### src/rtl/int_sequencer_if.sv
// Pipeline-side bundle for the interrupt sequencer: request/hazard inputs in,
// fetch/decode control, stack push and PC-load outputs back to the pipeline.
interface int_sequencer_if;
    logic        int_req;
    logic [2:0]  i_index;
    logic        i_hazard_stall;
    logic        i_branch;
    logic [31:0] i_pc;
    logic [3:0]  i_flags;
    logic        i_mem_ready;
    logic        o_fetch_en;
    logic        o_bubble;
    logic        o_push;
    logic        o_push_32;
    logic [31:0] o_push_data;
    logic        o_pc_load;
    logic [31:0] o_pc_target;
    logic        o_int_ack;
    logic        o_busy;

    modport master (
        output int_req, i_index, i_hazard_stall, i_branch, i_pc, i_flags, i_mem_ready,
        input  o_fetch_en, o_bubble, o_push, o_push_32, o_push_data,
               o_pc_load, o_pc_target, o_int_ack, o_busy
    );

    modport slave (
        input  int_req, i_index, i_hazard_stall, i_branch, i_pc, i_flags, i_mem_ready,
        output o_fetch_en, o_bubble, o_push, o_push_32, o_push_data,
               o_pc_load, o_pc_target, o_int_ack, o_busy
    );
endinterface

### src/rtl/int_sequencer.sv
// Interrupt sequencer: drains the pipeline, pushes return PC and CCR flags,
// then redirects fetch to the IVT entry. Outputs are decoded from state only.
module int_sequencer #(
    parameter int unsigned DRAIN_CYCLES = 3,
    parameter logic [31:0] IVT_BASE     = 32'd12
) (
    input  logic           clk,
    input  logic           rst,
    int_sequencer_if.slave bus
);
    localparam logic [2:0] IDLE     = 3'd0;
    localparam logic [2:0] DRAIN    = 3'd1;
    localparam logic [2:0] PUSH_PC  = 3'd2;
    localparam logic [2:0] PUSH_FLG = 3'd3;
    localparam logic [2:0] VECTOR   = 3'd4;

    localparam logic [2:0] CNT_INIT = 3'(DRAIN_CYCLES - 1);

    logic [2:0]  state;
    logic        pending;
    logic [31:0] savePc;
    logic [2:0]  saveIdx;
    logic [3:0]  saveFlags;
    logic [2:0]  cnt;
    logic        accept;

    // A live request bypasses the pending register so accept can happen the same cycle.
    assign accept = (state == IDLE) && (pending || bus.int_req)
                    && !bus.i_hazard_stall && !bus.i_branch;

    always_ff @(posedge clk or posedge rst) begin
        if (rst) begin
            state     <= IDLE;
            pending   <= 1'b0;
            savePc    <= '0;
            saveIdx   <= '0;
            saveFlags <= '0;
            cnt       <= '0;
        end else begin
            pending <= accept ? 1'b0 : (pending || bus.int_req);
            case (state)
                IDLE: begin
                    if (accept) begin
                        savePc  <= bus.i_pc;
                        saveIdx <= bus.i_index;
                        cnt     <= CNT_INIT;
                        state   <= DRAIN;
                    end
                end
                DRAIN: begin
                    // Flags are taken on the last drain edge, once older instructions have retired.
                    if (cnt == '0) begin
                        saveFlags <= bus.i_flags;
                        state     <= PUSH_PC;
                    end else begin
                        cnt <= cnt - 3'd1;
                    end
                end
                PUSH_PC:  if (bus.i_mem_ready) state <= PUSH_FLG;
                PUSH_FLG: if (bus.i_mem_ready) state <= VECTOR;
                VECTOR:   state <= IDLE;
                default:  state <= IDLE;
            endcase
        end
    end

    always_comb begin
        bus.o_fetch_en  = 1'b1;
        bus.o_bubble    = 1'b0;
        bus.o_push      = 1'b0;
        bus.o_push_32   = 1'b0;
        bus.o_push_data = '0;
        bus.o_pc_load   = 1'b0;
        bus.o_pc_target = '0;
        bus.o_int_ack   = 1'b0;
        bus.o_busy      = (state != IDLE);
        case (state)
            DRAIN: begin
                bus.o_fetch_en = 1'b0;
                bus.o_bubble   = 1'b1;
            end
            PUSH_PC: begin
                bus.o_fetch_en  = 1'b0;
                bus.o_bubble    = 1'b1;
                bus.o_push      = 1'b1;
                bus.o_push_32   = 1'b1;
                bus.o_push_data = savePc;
            end
            PUSH_FLG: begin
                bus.o_fetch_en  = 1'b0;
                bus.o_bubble    = 1'b1;
                bus.o_push      = 1'b1;
                bus.o_push_data = {28'b0, saveFlags};
            end
            VECTOR: begin
                bus.o_bubble    = 1'b1;
                bus.o_pc_load   = 1'b1;
                bus.o_pc_target = IVT_BASE + {28'b0, saveIdx, 1'b0};
                bus.o_int_ack   = 1'b1;
            end
            default: ;
        endcase
    end
endmodule

### src/flat_wrapper.sv
// flat-port wrapper written by rule: the top's interface ports become plain ports
module int_sequencer_flat 
#(
    parameter int unsigned DRAIN_CYCLES = 3,
    parameter logic [31:0] IVT_BASE     = 32'd12
)
  (clk, rst, bus_int_req, bus_i_index, bus_i_hazard_stall, bus_i_branch, bus_i_pc, bus_i_flags, bus_i_mem_ready, bus_o_fetch_en, bus_o_bubble, bus_o_push, bus_o_push_32, bus_o_push_data, bus_o_pc_load, bus_o_pc_target, bus_o_int_ack, bus_o_busy);
  int_sequencer_if bus_i ();
  input  logic clk;
  input  logic rst;
  input wire logic [$bits(bus_i.int_req)-1:0] bus_int_req;
  input wire logic [$bits(bus_i.i_index)-1:0] bus_i_index;
  input wire logic [$bits(bus_i.i_hazard_stall)-1:0] bus_i_hazard_stall;
  input wire logic [$bits(bus_i.i_branch)-1:0] bus_i_branch;
  input wire logic [$bits(bus_i.i_pc)-1:0] bus_i_pc;
  input wire logic [$bits(bus_i.i_flags)-1:0] bus_i_flags;
  input wire logic [$bits(bus_i.i_mem_ready)-1:0] bus_i_mem_ready;
  output wire logic [$bits(bus_i.o_fetch_en)-1:0] bus_o_fetch_en;
  output wire logic [$bits(bus_i.o_bubble)-1:0] bus_o_bubble;
  output wire logic [$bits(bus_i.o_push)-1:0] bus_o_push;
  output wire logic [$bits(bus_i.o_push_32)-1:0] bus_o_push_32;
  output wire logic [$bits(bus_i.o_push_data)-1:0] bus_o_push_data;
  output wire logic [$bits(bus_i.o_pc_load)-1:0] bus_o_pc_load;
  output wire logic [$bits(bus_i.o_pc_target)-1:0] bus_o_pc_target;
  output wire logic [$bits(bus_i.o_int_ack)-1:0] bus_o_int_ack;
  output wire logic [$bits(bus_i.o_busy)-1:0] bus_o_busy;
  assign bus_i.int_req = bus_int_req;
  assign bus_i.i_index = bus_i_index;
  assign bus_i.i_hazard_stall = bus_i_hazard_stall;
  assign bus_i.i_branch = bus_i_branch;
  assign bus_i.i_pc = bus_i_pc;
  assign bus_i.i_flags = bus_i_flags;
  assign bus_i.i_mem_ready = bus_i_mem_ready;
  assign bus_o_fetch_en = bus_i.o_fetch_en;
  assign bus_o_bubble = bus_i.o_bubble;
  assign bus_o_push = bus_i.o_push;
  assign bus_o_push_32 = bus_i.o_push_32;
  assign bus_o_push_data = bus_i.o_push_data;
  assign bus_o_pc_load = bus_i.o_pc_load;
  assign bus_o_pc_target = bus_i.o_pc_target;
  assign bus_o_int_ack = bus_i.o_int_ack;
  assign bus_o_busy = bus_i.o_busy;
  int_sequencer #(.DRAIN_CYCLES(DRAIN_CYCLES), .IVT_BASE(IVT_BASE)) u_core (.clk(clk), .rst(rst), .bus(bus_i));
endmodule
### config.mk
export PLATFORM = sky130hd
export DESIGN_NAME = int_sequencer_flat
export DESIGN_NICKNAME = d
export VERILOG_FILES = /design/src/rtl/int_sequencer_if.sv /design/src/rtl/int_sequencer.sv /design/src/flat_wrapper.sv
export SDC_FILE = /design/constraint.sdc
export NUM_CORES = 1
export LEC_CHECK = 0
export ABC_CLOCK_PERIOD_IN_PS = 2500
export BUFFER_PORTS_ARGS = -buffer_cell sky130_fd_sc_hd__buf_2
export CAP_MARGIN = 20
export CORE_MARGIN = 3
export CORE_UTILIZATION = 47
export CTS_CLUSTER_SIZE = 30
export DETAILED_ROUTE_END_ITERATION = 8
export GPL_TIMING_DRIVEN = 0
export MAX_ROUTING_LAYER = met4
export PLACE_DENSITY_LB_ADDON = 0.15
export SYNTH_ARGS = -nofsm -noshare
export SYNTH_HDL_FRONTEND = slang
export SYNTH_SLANG_ARGS = --single-unit
### constraint.sdc
create_clock -name clk -period 2.5 [get_ports clk]
set_input_delay 0.375 -clock clk [delete_from_list [all_inputs] [get_ports clk]]
set_output_delay 0.375 -clock clk [all_outputs]
set_load 0.03 [all_outputs]
==> report_table.html, run 1 <==
<table>
<tr><th>Metric</th><th>Value</th></tr>
<tr><th colspan="2">Route</th></tr>
<tr><td>Via/cell ratio</td><td>4.54</td></tr>
<tr><td>Number of detailed-route iterations in the first pass</td><td>4</td></tr>
<tr><td>Post-DR wirelength/cell</td><td>approximately 13 um</td></tr>
<tr><td>Wire length after detailed routing</td><td>5110 um</td></tr>
<tr><td>Final ANT Viol Nets</td><td>0</td></tr>
<tr><td>1st-iter DRT viols</td><td>~100</td></tr>
<tr><td>Count of unresolved DRC violations after routing</td><td>0</td></tr>
<tr><td>Routed vias</td><td>around 1,800</td></tr>
<tr><th colspan="2">Place</th></tr>
<tr><td>Routability cong.</td><td>0.814</td></tr>
<tr><td>Placed Cells</td><td>400</td></tr>
<tr><td>Post-detailed-placement half-perimeter wirelength</td><td>3850 um</td></tr>
<tr><td>Count of port buffers added during placement</td><td>87</td></tr>
<tr><th colspan="2">STA</th></tr>
<tr><td>Unrepaired setup endpoints after global routing</td><td>no</td></tr>
<tr><td>Clock skew after layout</td><td>0.00391 ns</td></tr>
<tr><td>Fmax</td><td>around 0.43 GHz</td></tr>
<tr><td>Period utilisation layout</td><td>between 90% and 100%</td></tr>
<tr><td>Fin. Hold Viols</td><td>0</td></tr>
<tr><td>Tightest hold margin</td><td>0.303 ns</td></tr>
<tr><td>Pins Over Slew Limit</td><td>0</td></tr>
<tr><td>Worst slew margin</td><td>between 60% and 70%</td></tr>
<tr><td>Final min period</td><td>2.31 ns</td></tr>
<tr><td>Final setup violation count</td><td>0</td></tr>
<tr><td>Slew at the pin closest to its max-slew limit</td><td>0.564 ns</td></tr>
<tr><th colspan="2">Global route</th></tr>
<tr><td>Largest net degree at the start of global routing</td><td>42</td></tr>
<tr><td>Antenna violations before repair</td><td>0</td></tr>
<tr><td>Wire length of the first global-routing pass</td><td>roughly 8300 um</td></tr>
<tr><td>Total overflow reported by the global router</td><td>0</td></tr>
<tr><td>Via count of the first global-routing pass</td><td>around 1,800</td></tr>
<tr><td>Total GRT Usage</td><td>17.2%</td></tr>
<tr><th colspan="2">Worst setup path</th></tr>
<tr><td>Chain of cells forming the critical path</td><td>buf_6, clkbuf_1, nor2_1, nand2_1, inv_1, buf_4, buf_2</td></tr>
<tr><td>Maximum net fanout on the critical path</td><td>10</td></tr>
<tr><td>Highest-delay cell along the critical path</td><td>sky130_fd_sc_hd__clkbuf_1</td></tr>
<tr><td>Worst path bufs/invs</td><td>5</td></tr>
<tr><td>Critical path's top delay family</td><td>buffers and inverters</td></tr>
<tr><td>Required arrival time at the worst endpoint</td><td>2.12 ns</td></tr>
<tr><td>Worst path max stage delay</td><td>roughly 0.45 ns</td></tr>
<tr><td>Kind of start point of the critical path</td><td>flop</td></tr>
<tr><td>Type of element capturing the critical path</td><td>output port</td></tr>
<tr><td>Worst Setup Path Type</td><td>reg2out</td></tr>
<tr><td>Arrival time at the worst endpoint</td><td>approximately 1.9 ns</td></tr>
<tr><th colspan="2">Pwr</th></tr>
<tr><td>Pwr per Cell Area</td><td>approximately 1100 nW/um^2</td></tr>
<tr><td>Peak VDD IR</td><td>0.000676 V</td></tr>
<tr><td>Standby leakage power</td><td>1.91 nW</td></tr>
<tr><th colspan="2">Floorplanning</th></tr>
<tr><td>I/O pin cnt</td><td>approximately 120</td></tr>
<tr><td>Die Width</td><td>roughly 80 um</td></tr>
<tr><td>Die ar.</td><td>around 6400 um^2</td></tr>
<tr><td>Initial core utilization</td><td>between 40% and 50%</td></tr>
<tr><td>Die H</td><td>~80 um</td></tr>
<tr><td>Total core area</td><td>around 5200 um^2</td></tr>
<tr><td>Row count</td><td>26</td></tr>
<tr><th colspan="2">Synth</th></tr>
<tr><td>Number of warning messages in the yosys log</td><td>0</td></tr>
<tr><td>Total standard cell area after synthesis</td><td>approximately 2600 um^2</td></tr>
<tr><td>Post-synthesis instance total</td><td>around 220</td></tr>
<tr><td>EDFF count, synth</td><td>0</td></tr>
<tr><td>Sequential cell area fraction in the yosys report</td><td>~44%</td></tr>
<tr><td>Primary flip-flop cell chosen by synthesis mapping</td><td>sky130_fd_sc_hd__dfrtp_1</td></tr>
<tr><td>Number of unique standard cell types used by synthesis</td><td>35</td></tr>
<tr><td>Fraction of synthesis flops using an asynchronous set or reset pin</td><td>100%</td></tr>
<tr><td>#FFs+latches synth</td><td>between 40 and 50</td></tr>
<tr><td>Average cell area after synthesis</td><td>between 10 and 15 um^2</td></tr>
<tr><th colspan="2">CTS</th></tr>
<tr><td>Sink count of the clock tree</td><td>46</td></tr>
<tr><td>Total clock buffers created by CTS</td><td>5</td></tr>
<tr><td>Clock-pin slew of the registers on the worst-case setup and hold paths</td><td>0.08 ns</td></tr>
<tr><td>Later-pin clock latency in the skew report</td><td>between 0.2 and 0.3 ns</td></tr>
<tr><td>Clk root buf</td><td>sky130_fd_sc_hd__clkbuf_8</td></tr>
<tr><td>TritonCTS clock tree</td><td>yes</td></tr>
<tr><td>Number of levels in the clock H-tree</td><td>2</td></tr>
<tr><td>CTS max path bufs</td><td>2</td></tr>
<tr><th colspan="2">Job</th></tr>
<tr><td>Number of maximum-capacitance constraint violations</td><td>0</td></tr>
<tr><th colspan="2">Finish</th></tr>
<tr><td>Antenna diodes</td><td>0</td></tr>
<tr><td>Cell Count, Final, Fillers Out</td><td>between 400 and 500</td></tr>
<tr><td># nets final</td><td>~390</td></tr>
<tr><td>Share of final-layout standard cells stronger than drive strength 1</td><td>around half</td></tr>
<tr><td>Area delta synth-&gt;final</td><td>28.7%</td></tr>
<tr><td>Finished Core Util</td><td>between 60% and 70%</td></tr>
<tr><td>Fillers</td><td>around 430</td></tr>
<tr><th colspan="2">Status</th></tr>
<tr><td>Status</td><td>completed</td></tr>
<tr><th colspan="2">Worst hold path</th></tr>
<tr><td>Worst min-delay path class</td><td>in2reg</td></tr>
</table>
## flip-flops by register name, indices dropped and copies added, names as in the netlist
signal            count
u_core.pending        1
u_core.state          3
u_core.saveIdx        3
u_core.saveFlags      4
u_core.savePc        32
u_core.cnt            3
## final timing paths
check / startpoint / endpoint / slack, ns / cells past startpoint
worst max-delay path: u_core.state[0]$_DFFE_PP0P_ / bus_o_pc_load / 0.19 / 7
worst min-delay path: bus_i_pc[4] / u_core.savePc[4]$_DFFE_PP0P_ / 0.30 / 2
worst max register to register: u_core.cnt[0]$_DFFE_PP0P_ / u_core.saveFlags[2]$_DFFE_PP0P_ / 0.42 / 5
worst min register to register: u_core.savePc[11]$_DFFE_PP0P_ / u_core.savePc[11]$_DFFE_PP0P_ / 0.50 / 1
max in group asynchronous: rst / u_core.state[2]$_DFFE_PP0P_ / 1.54 / 4
min in group asynchronous: rst / u_core.savePc[5]$_DFFE_PP0P_ / 0.51 / 3
## cell type report
class | count | area (um^2) | area share [%]
Multi-Input combinational cell | 148 | 1190 | 35.8
Sequential cell | 46 | 1150 | 34.6
Timing Repair Buffer | 89 | 465 | 14.0
Buffer | 39 | 325 | 9.76
Tap cell | 70 | 87.6 | 2.63
Clock buffer | 6 | 72.6 | 2.18
Inverter | 8 | 30.0 | 0.901
Clock inverter | 1 | 7.51 | 0.225
## where the power goes
group          internal [mW]  switching, mW  leakage (nW)
logic                  0.903          0.904          1.33
clock network          0.192          0.241        0.0373
registers               1.12          0.196         0.547
total                   2.21           1.34          1.91
## kinds of logic (layout without fill, tap and decap cells)
kind of cell	Yosys count	in the layout	share of synthesized area, %
flops	46	46	44.4
compound gates	10	10	2.85
xor+xnor	1	1	0.338
other cells	1	28	0.145
simple gates	63	63	14.4
buf+inv	48	143	13.7
mux	43	43	22.7
fa+ha+maj	3	3	1.45
## layout by cell type (no fill, tap or decap), drive strengths merged
cell,n
buf,123
dfrtp,46
mux2,39
and2,28
conb,28
nor2,13
clkbuf,10
inv,8
mux2i,4
nand2,3
nor2b,3
ha,3
nand2b,3
or4,2
and3,2
nor4bb,2
o311ai,2
nand4,2
a21oi,2
or3,1
xnor2,1
or2,1
o21ai,1
nand3b,1
nor3,1
o22a,1
o311a,1
and4b,1
a31oi,1
o211ai,1
a2111oi,1
clkinvlp,1
dlygate4sd3,1
## per-layer routing
metal / global-route usage [%] / part of all wire (%) / routed length (um)
met5: - / 0 / 0
met4: 6.42 / 1.4 / 72
met3: 4.93 / 9.5 / 488
met2: 28.0 / 48 / 2450
met1: 20.3 / 41 / 2110
## synthesized netlist by cell type (3+ instances only)
cell type / instances / area [um^2]
sky130_fd_sc_hd__mux2_4: 29 / 435
sky130_fd_sc_hd__clkbuf_1: 5 / 18.8
sky130_fd_sc_hd__nand2b_1: 3 / 18.8
sky130_fd_sc_hd__dfrtp_1: 46 / 1150
sky130_fd_sc_hd__nand2_1: 3 / 11.3
sky130_fd_sc_hd__nor2_1: 13 / 48.8
sky130_fd_sc_hd__mux2i_1: 4 / 40.0
sky130_fd_sc_hd__nor2b_1: 3 / 18.8
sky130_fd_sc_hd__buf_12: 3 / 60.1
sky130_fd_sc_hd__and2_1: 28 / 175
sky130_fd_sc_hd__buf_4: 29 / 218
sky130_fd_sc_hd__ha_1: 3 / 37.5
sky130_fd_sc_hd__mux2_2: 10 / 113
sky130_fd_sc_hd__inv_1: 8 / 30.0
## timing repair
item                                   4_1_cts  5_1_grt
endpoints found under the hold margin        5        0
setup buffers                                0        0
setup endpoints to repair                   25       19
hold buffers                                 1        0
gates cloned                                 0        0
resized for setup                            5        1
## through the flow
step                      TNS, ns  total power [mW]  worst slack (ns)  instance area, um^2
final                           0              3.55             0.187                 3330
after global routing            0              3.81            0.0287                 3330
after CTS                       0              3.59            0.0410                 3340
after detailed placement   -0.846              3.12           -0.0937                 3230
after global placement     -0.344              3.07           -0.0461                 3210
after floorplan                 0              2.73             0.427                 2690
(Power assumes the default switching activity.)
==> run 2, diff against run 1 <==
--- a/config.mk
+++ b/config.mk
@@ -5,11 +5,11 @@
 export SDC_FILE = /design/constraint.sdc
 export NUM_CORES = 1
 export LEC_CHECK = 0
-export ABC_CLOCK_PERIOD_IN_PS = 2500
+export ABC_CLOCK_PERIOD_IN_PS = 1900
 export BUFFER_PORTS_ARGS = -buffer_cell sky130_fd_sc_hd__buf_2
 export CAP_MARGIN = 20
 export CORE_MARGIN = 3
-export CORE_UTILIZATION = 47
+export CORE_UTILIZATION = 43
 export CTS_CLUSTER_SIZE = 30
 export DETAILED_ROUTE_END_ITERATION = 8
 export GPL_TIMING_DRIVEN = 0
==> constraint.sdc (replaced) <==
create_clock -name clk -period 1.9 [get_ports clk]
set_input_delay 0.285 -clock clk [delete_from_list [all_inputs] [get_ports clk]]
set_output_delay 0.285 -clock clk [all_outputs]
set_load 0.03 [all_outputs]
==> run 2 against run 1 <==
Total power up 51%. Die area increased by 8.6%. The run now ends with negative setup slack left. Non-clock buffer count up 12.
==> report_table.html, run 2 (synthesized netlist as in run 1, its figures left out) <==
<table>
<tr><th>Metric</th><th>Value</th></tr>
<tr><th colspan="2">Floorplanning</th></tr>
<tr><td>Initial core utilization</td><td>45.6%</td></tr>
<tr><td>Die H</td><td>83.6 um</td></tr>
<tr><td>I/O pin cnt</td><td>116</td></tr>
<tr><td>Die Width</td><td>~84 um</td></tr>
<tr><td>Total core area</td><td>approximately 5700 um^2</td></tr>
<tr><td>Die ar.</td><td>6990 um^2</td></tr>
<tr><td>Row count</td><td>27</td></tr>
<tr><th colspan="2">CTS</th></tr>
<tr><td>Clock-pin slew of the registers on the worst-case setup and hold paths</td><td>around 0.09 ns</td></tr>
<tr><td>Sink count of the clock tree</td><td>46</td></tr>
<tr><td>Clk root buf</td><td>sky130_fd_sc_hd__clkbuf_8</td></tr>
<tr><td>TritonCTS clock tree</td><td>yes</td></tr>
<tr><td>CTS max path bufs</td><td>2</td></tr>
<tr><td>Number of levels in the clock H-tree</td><td>2</td></tr>
<tr><td>Total clock buffers created by CTS</td><td>5</td></tr>
<tr><td>Later-pin clock latency in the skew report</td><td>~0.30 ns</td></tr>
<tr><th colspan="2">Global route</th></tr>
<tr><td>Largest net degree at the start of global routing</td><td>28</td></tr>
<tr><td>Antenna violations before repair</td><td>0</td></tr>
<tr><td>Via count of the first global-routing pass</td><td>slightly below 2,000</td></tr>
<tr><td>Wire length of the first global-routing pass</td><td>between 9000 and 10,000 um</td></tr>
<tr><td>Total overflow reported by the global router</td><td>0</td></tr>
<tr><td>Total GRT Usage</td><td>between 15 and 20%</td></tr>
<tr><th colspan="2">Place</th></tr>
<tr><td>Routability cong.</td><td>slightly above 0.7</td></tr>
<tr><td>Placement-stage cell area</td><td>between 3000 and 4000 um^2</td></tr>
<tr><td>Count of port buffers added during placement</td><td>between 80 and 90</td></tr>
<tr><td>Post-detailed-placement half-perimeter wirelength</td><td>around 3900 um</td></tr>
<tr><th colspan="2">STA</th></tr>
<tr><td>Pins Over Slew Limit</td><td>0</td></tr>
<tr><td>Fin. Hold Viols</td><td>0</td></tr>
<tr><td>Worst path setup slack after routing</td><td>-0.0837 ns</td></tr>
<tr><td>Unrepaired setup endpoints after global routing</td><td>yes</td></tr>
<tr><td>Final min period</td><td>1.98 ns</td></tr>
<tr><td>Final setup violation count</td><td>53</td></tr>
<tr><td>Period utilisation layout</td><td>104%</td></tr>
<tr><td>Clock skew after layout</td><td>between 0.005 and 0.006 ns</td></tr>
<tr><td>Fmax</td><td>0.504 GHz</td></tr>
<tr><th colspan="2">Finish</th></tr>
<tr><td>Top library cells by usage in the layout, fill and taps aside</td><td>52 x sky130_fd_sc_hd__buf_2, 46 x sky130_fd_sc_hd__buf_4, 46 x sky130_fd_sc_hd__dfrtp_1</td></tr>
<tr><td>Area delta synth-&gt;final</td><td>47.4%</td></tr>
<tr><td># nets final</td><td>397</td></tr>
<tr><td>Fillers</td><td>448</td></tr>
<tr><td>Area occupied by multi-input gates</td><td>1280 um^2</td></tr>
<tr><td>Leading cell type in the layout, fill and taps excluded</td><td>sky130_fd_sc_hd__buf_2</td></tr>
<tr><td>Max reg flops</td><td>32</td></tr>
<tr><td>Antenna diodes</td><td>0</td></tr>
<tr><td>Top register by number of flip-flops</td><td>u_core.savePc</td></tr>
<tr><td>Leading registers by flop count</td><td>u_core.savePc: 32 flops, u_core.saveFlags: 4 flops</td></tr>
<tr><td>Finished Core Util</td><td>67.3%</td></tr>
<tr><td>Share of final-layout standard cells stronger than drive strength 1</td><td>roughly three fifths</td></tr>
<tr><td>Flip-flop and latch area</td><td>approximately 1200 um^2</td></tr>
<tr><td>Post-Layout Inst Area</td><td>approximately 3800 um^2</td></tr>
<tr><th colspan="2">Route</th></tr>
<tr><td>Post-DR wirelength/cell</td><td>13.5 um</td></tr>
<tr><td>Routed vias</td><td>1,899</td></tr>
<tr><td>Number of detailed-route iterations in the first pass</td><td>4</td></tr>
<tr><td>Count of unresolved DRC violations after routing</td><td>0</td></tr>
<tr><td>Wire length after detailed routing</td><td>roughly 5700 um</td></tr>
<tr><td>Final ANT Viol Nets</td><td>0</td></tr>
<tr><td>Via/cell ratio</td><td>4.50</td></tr>
<tr><td>1st-iter DRT viols</td><td>between 80 and 90</td></tr>
<tr><th colspan="2">Worst setup path</th></tr>
<tr><td>Kind of start point of the critical path</td><td>flop</td></tr>
<tr><td>Worst setup endpoint</td><td>u_core.savePc[12]$_DFFE_PP0P_</td></tr>
<tr><td>CP Launch Point</td><td>u_core.state[1]$_DFFE_PP0P_</td></tr>
<tr><td>Required arrival time at the worst endpoint</td><td>between 2 and 2.5 ns</td></tr>
<tr><td>Worst reg2reg startpoint</td><td>u_core.state[1]$_DFFE_PP0P_</td></tr>
<tr><td>R2R Setup Slk</td><td>-0.08 ns</td></tr>
<tr><td>Worst Setup Path Type</td><td>reg2reg</td></tr>
<tr><td>Arrival time at the worst endpoint</td><td>2.17 ns</td></tr>
<tr><td>Endpoint of the worst register-to-register path</td><td>u_core.savePc[12]$_DFFE_PP0P_</td></tr>
<tr><td>Type of element capturing the critical path</td><td>flop</td></tr>
<tr><td>Maximum net fanout on the critical path</td><td>7</td></tr>
<tr><td>Worst r2r path cells</td><td>5</td></tr>
<tr><th colspan="2">Worst hold path</th></tr>
<tr><td>Worst min-delay path class</td><td>in2reg</td></tr>
<tr><th colspan="2">Job</th></tr>
<tr><td>Number of maximum-capacitance constraint violations</td><td>0</td></tr>
<tr><th colspan="2">Pwr</th></tr>
<tr><td>Proportion of power drawn by the clock network</td><td>around an eighth</td></tr>
<tr><td>Pwr per Cell Area</td><td>approximately 1400 nW/um^2</td></tr>
<tr><td>Power Internal</td><td>around 3.4 mW</td></tr>
<tr><td>Peak VDD IR</td><td>between 0.0008 and 0.0009 V</td></tr>
<tr><td>Share of total power in combinational logic</td><td>between 50% and 60%</td></tr>
<tr><td>Switching Power</td><td>a little under 2 mW</td></tr>
<tr><td>Fraction of power spent switching nets</td><td>approximately 36%</td></tr>
<tr><td>Standby leakage power</td><td>approximately 2.1 nW</td></tr>
<tr><td>Share of power burned in registers</td><td>between 30% and 40%</td></tr>
<tr><th colspan="2">Status</th></tr>
<tr><td>Status</td><td>finished with violations</td></tr>
<tr><td>Failing checks</td><td>negative setup slack</td></tr>
</table>
[run 2: cell types whose count changed in the layout (fill, tap and decap cells not counted), moves of 3 or more]
cell                       before  now
sky130_fd_sc_hd__buf_2         88   52
sky130_fd_sc_hd__and2_1        28    8
sky130_fd_sc_hd__clkbuf_1       3    0
sky130_fd_sc_hd__buf_4         29   46
sky130_fd_sc_hd__buf_6          2   30
sky130_fd_sc_hd__clkbuf_8       5    8
sky130_fd_sc_hd__and2_4         0   20
sky130_fd_sc_hd__buf_8          0    3
[run 2: routing by layer]
| metal | share of wire, % | track usage (%) | vias up |
|---|---|---|---|
| met5 | 0 | - | - |
| met4 | 0.89 | 4.39 | 0 |
| met3 | 10 | 5.13 | 6 |
| met2 | 47 | 26.5 | 84 |
| met1 | 43 | 20.8 | 880 |
| li1 | - | - | 929 |
[run 2: power groups by stage]
stage,clock (mW),combinational [mW],sequential (mW)
2_1_floorplan,0,1.95,1.65
3_3_place_gp,0,2.35,1.72
3_5_place_dp,0,2.39,1.73
4_1_cts,0.694,2.78,1.74
5_1_grt,0.734,3.16,1.82
6_report,0.671,2.93,1.76
[run 2: timing repair]
action                                  CTS  global route
endpoints found under the setup margin   74            72
endpoints found under the hold margin    11             0
hold buffers                              1             0
pin swaps                                14             8
gates resized for setup                  86            42
setup buffers                             7             3
cloned                                    1             2
[run 2: final cells by class]
class / instances / share of cell area [%]
clock inverters: 1 / 0.229
clock buffers: 7 / 2.52
well taps: 72 / 2.36
inverters: 8 / 0.786
repair buffers: 102 / 21.1
multi-input cells: 148 / 33.7
flip-flops and latches: 46 / 30.1
plain buffers: 38 / 9.21
[run 2: through the flow]
step | cells | total power [mW] | setup TNS, ns | hold slack, ns | worst slack (ns)
floorplan | 242 | 3.60 | -3.97 | 0.424 | -0.138
global placement | 401 | 4.07 | -16.74 | 0.480 | -0.556
detailed placement | 402 | 4.12 | -12.79 | 0.327 | -0.584
CTS | 419 | 5.22 | -4.15 | 0.201 | -0.128
global route | 422 | 5.72 | -5.57 | 0.195 | -0.118
finish | 422 | 5.37 | -2.70 | 0.209 | -0.0837
[run 2: worst max-delay path, stage by stage, from the launching register on]
cell and delay (ns):
sky130_fd_sc_hd__dfrtp_1 0.38, sky130_fd_sc_hd__buf_6 0.13, sky130_fd_sc_hd__or3_4 0.32, sky130_fd_sc_hd__or4_4 0.54, sky130_fd_sc_hd__clkbuf_16 0.21, sky130_fd_sc_hd__mux2_4 0.29
[run 2: worst min-delay path by stage]
stage | from | endpoint | slack [ns] | depth (start not counted)
floorplan | bus_i_mem_ready | u_core.state[2]$_DFFE_PP0P_ | 0.42 | 2
global placement | u_core.savePc[31]$_DFFE_PP0P_ | u_core.savePc[31]$_DFFE_PP0P_ | 0.48 | 1
detailed placement | rst | u_core.savePc[4]$_DFFE_PP0P_ | 0.33 | 2
CTS | bus_i_pc[25] | u_core.savePc[25]$_DFFE_PP0P_ | 0.20 | 2
global route | bus_i_pc[6] | u_core.savePc[6]$_DFFE_PP0P_ | 0.20 | 2
finish | bus_i_pc[28] | u_core.savePc[28]$_DFFE_PP0P_ | 0.21 | 2
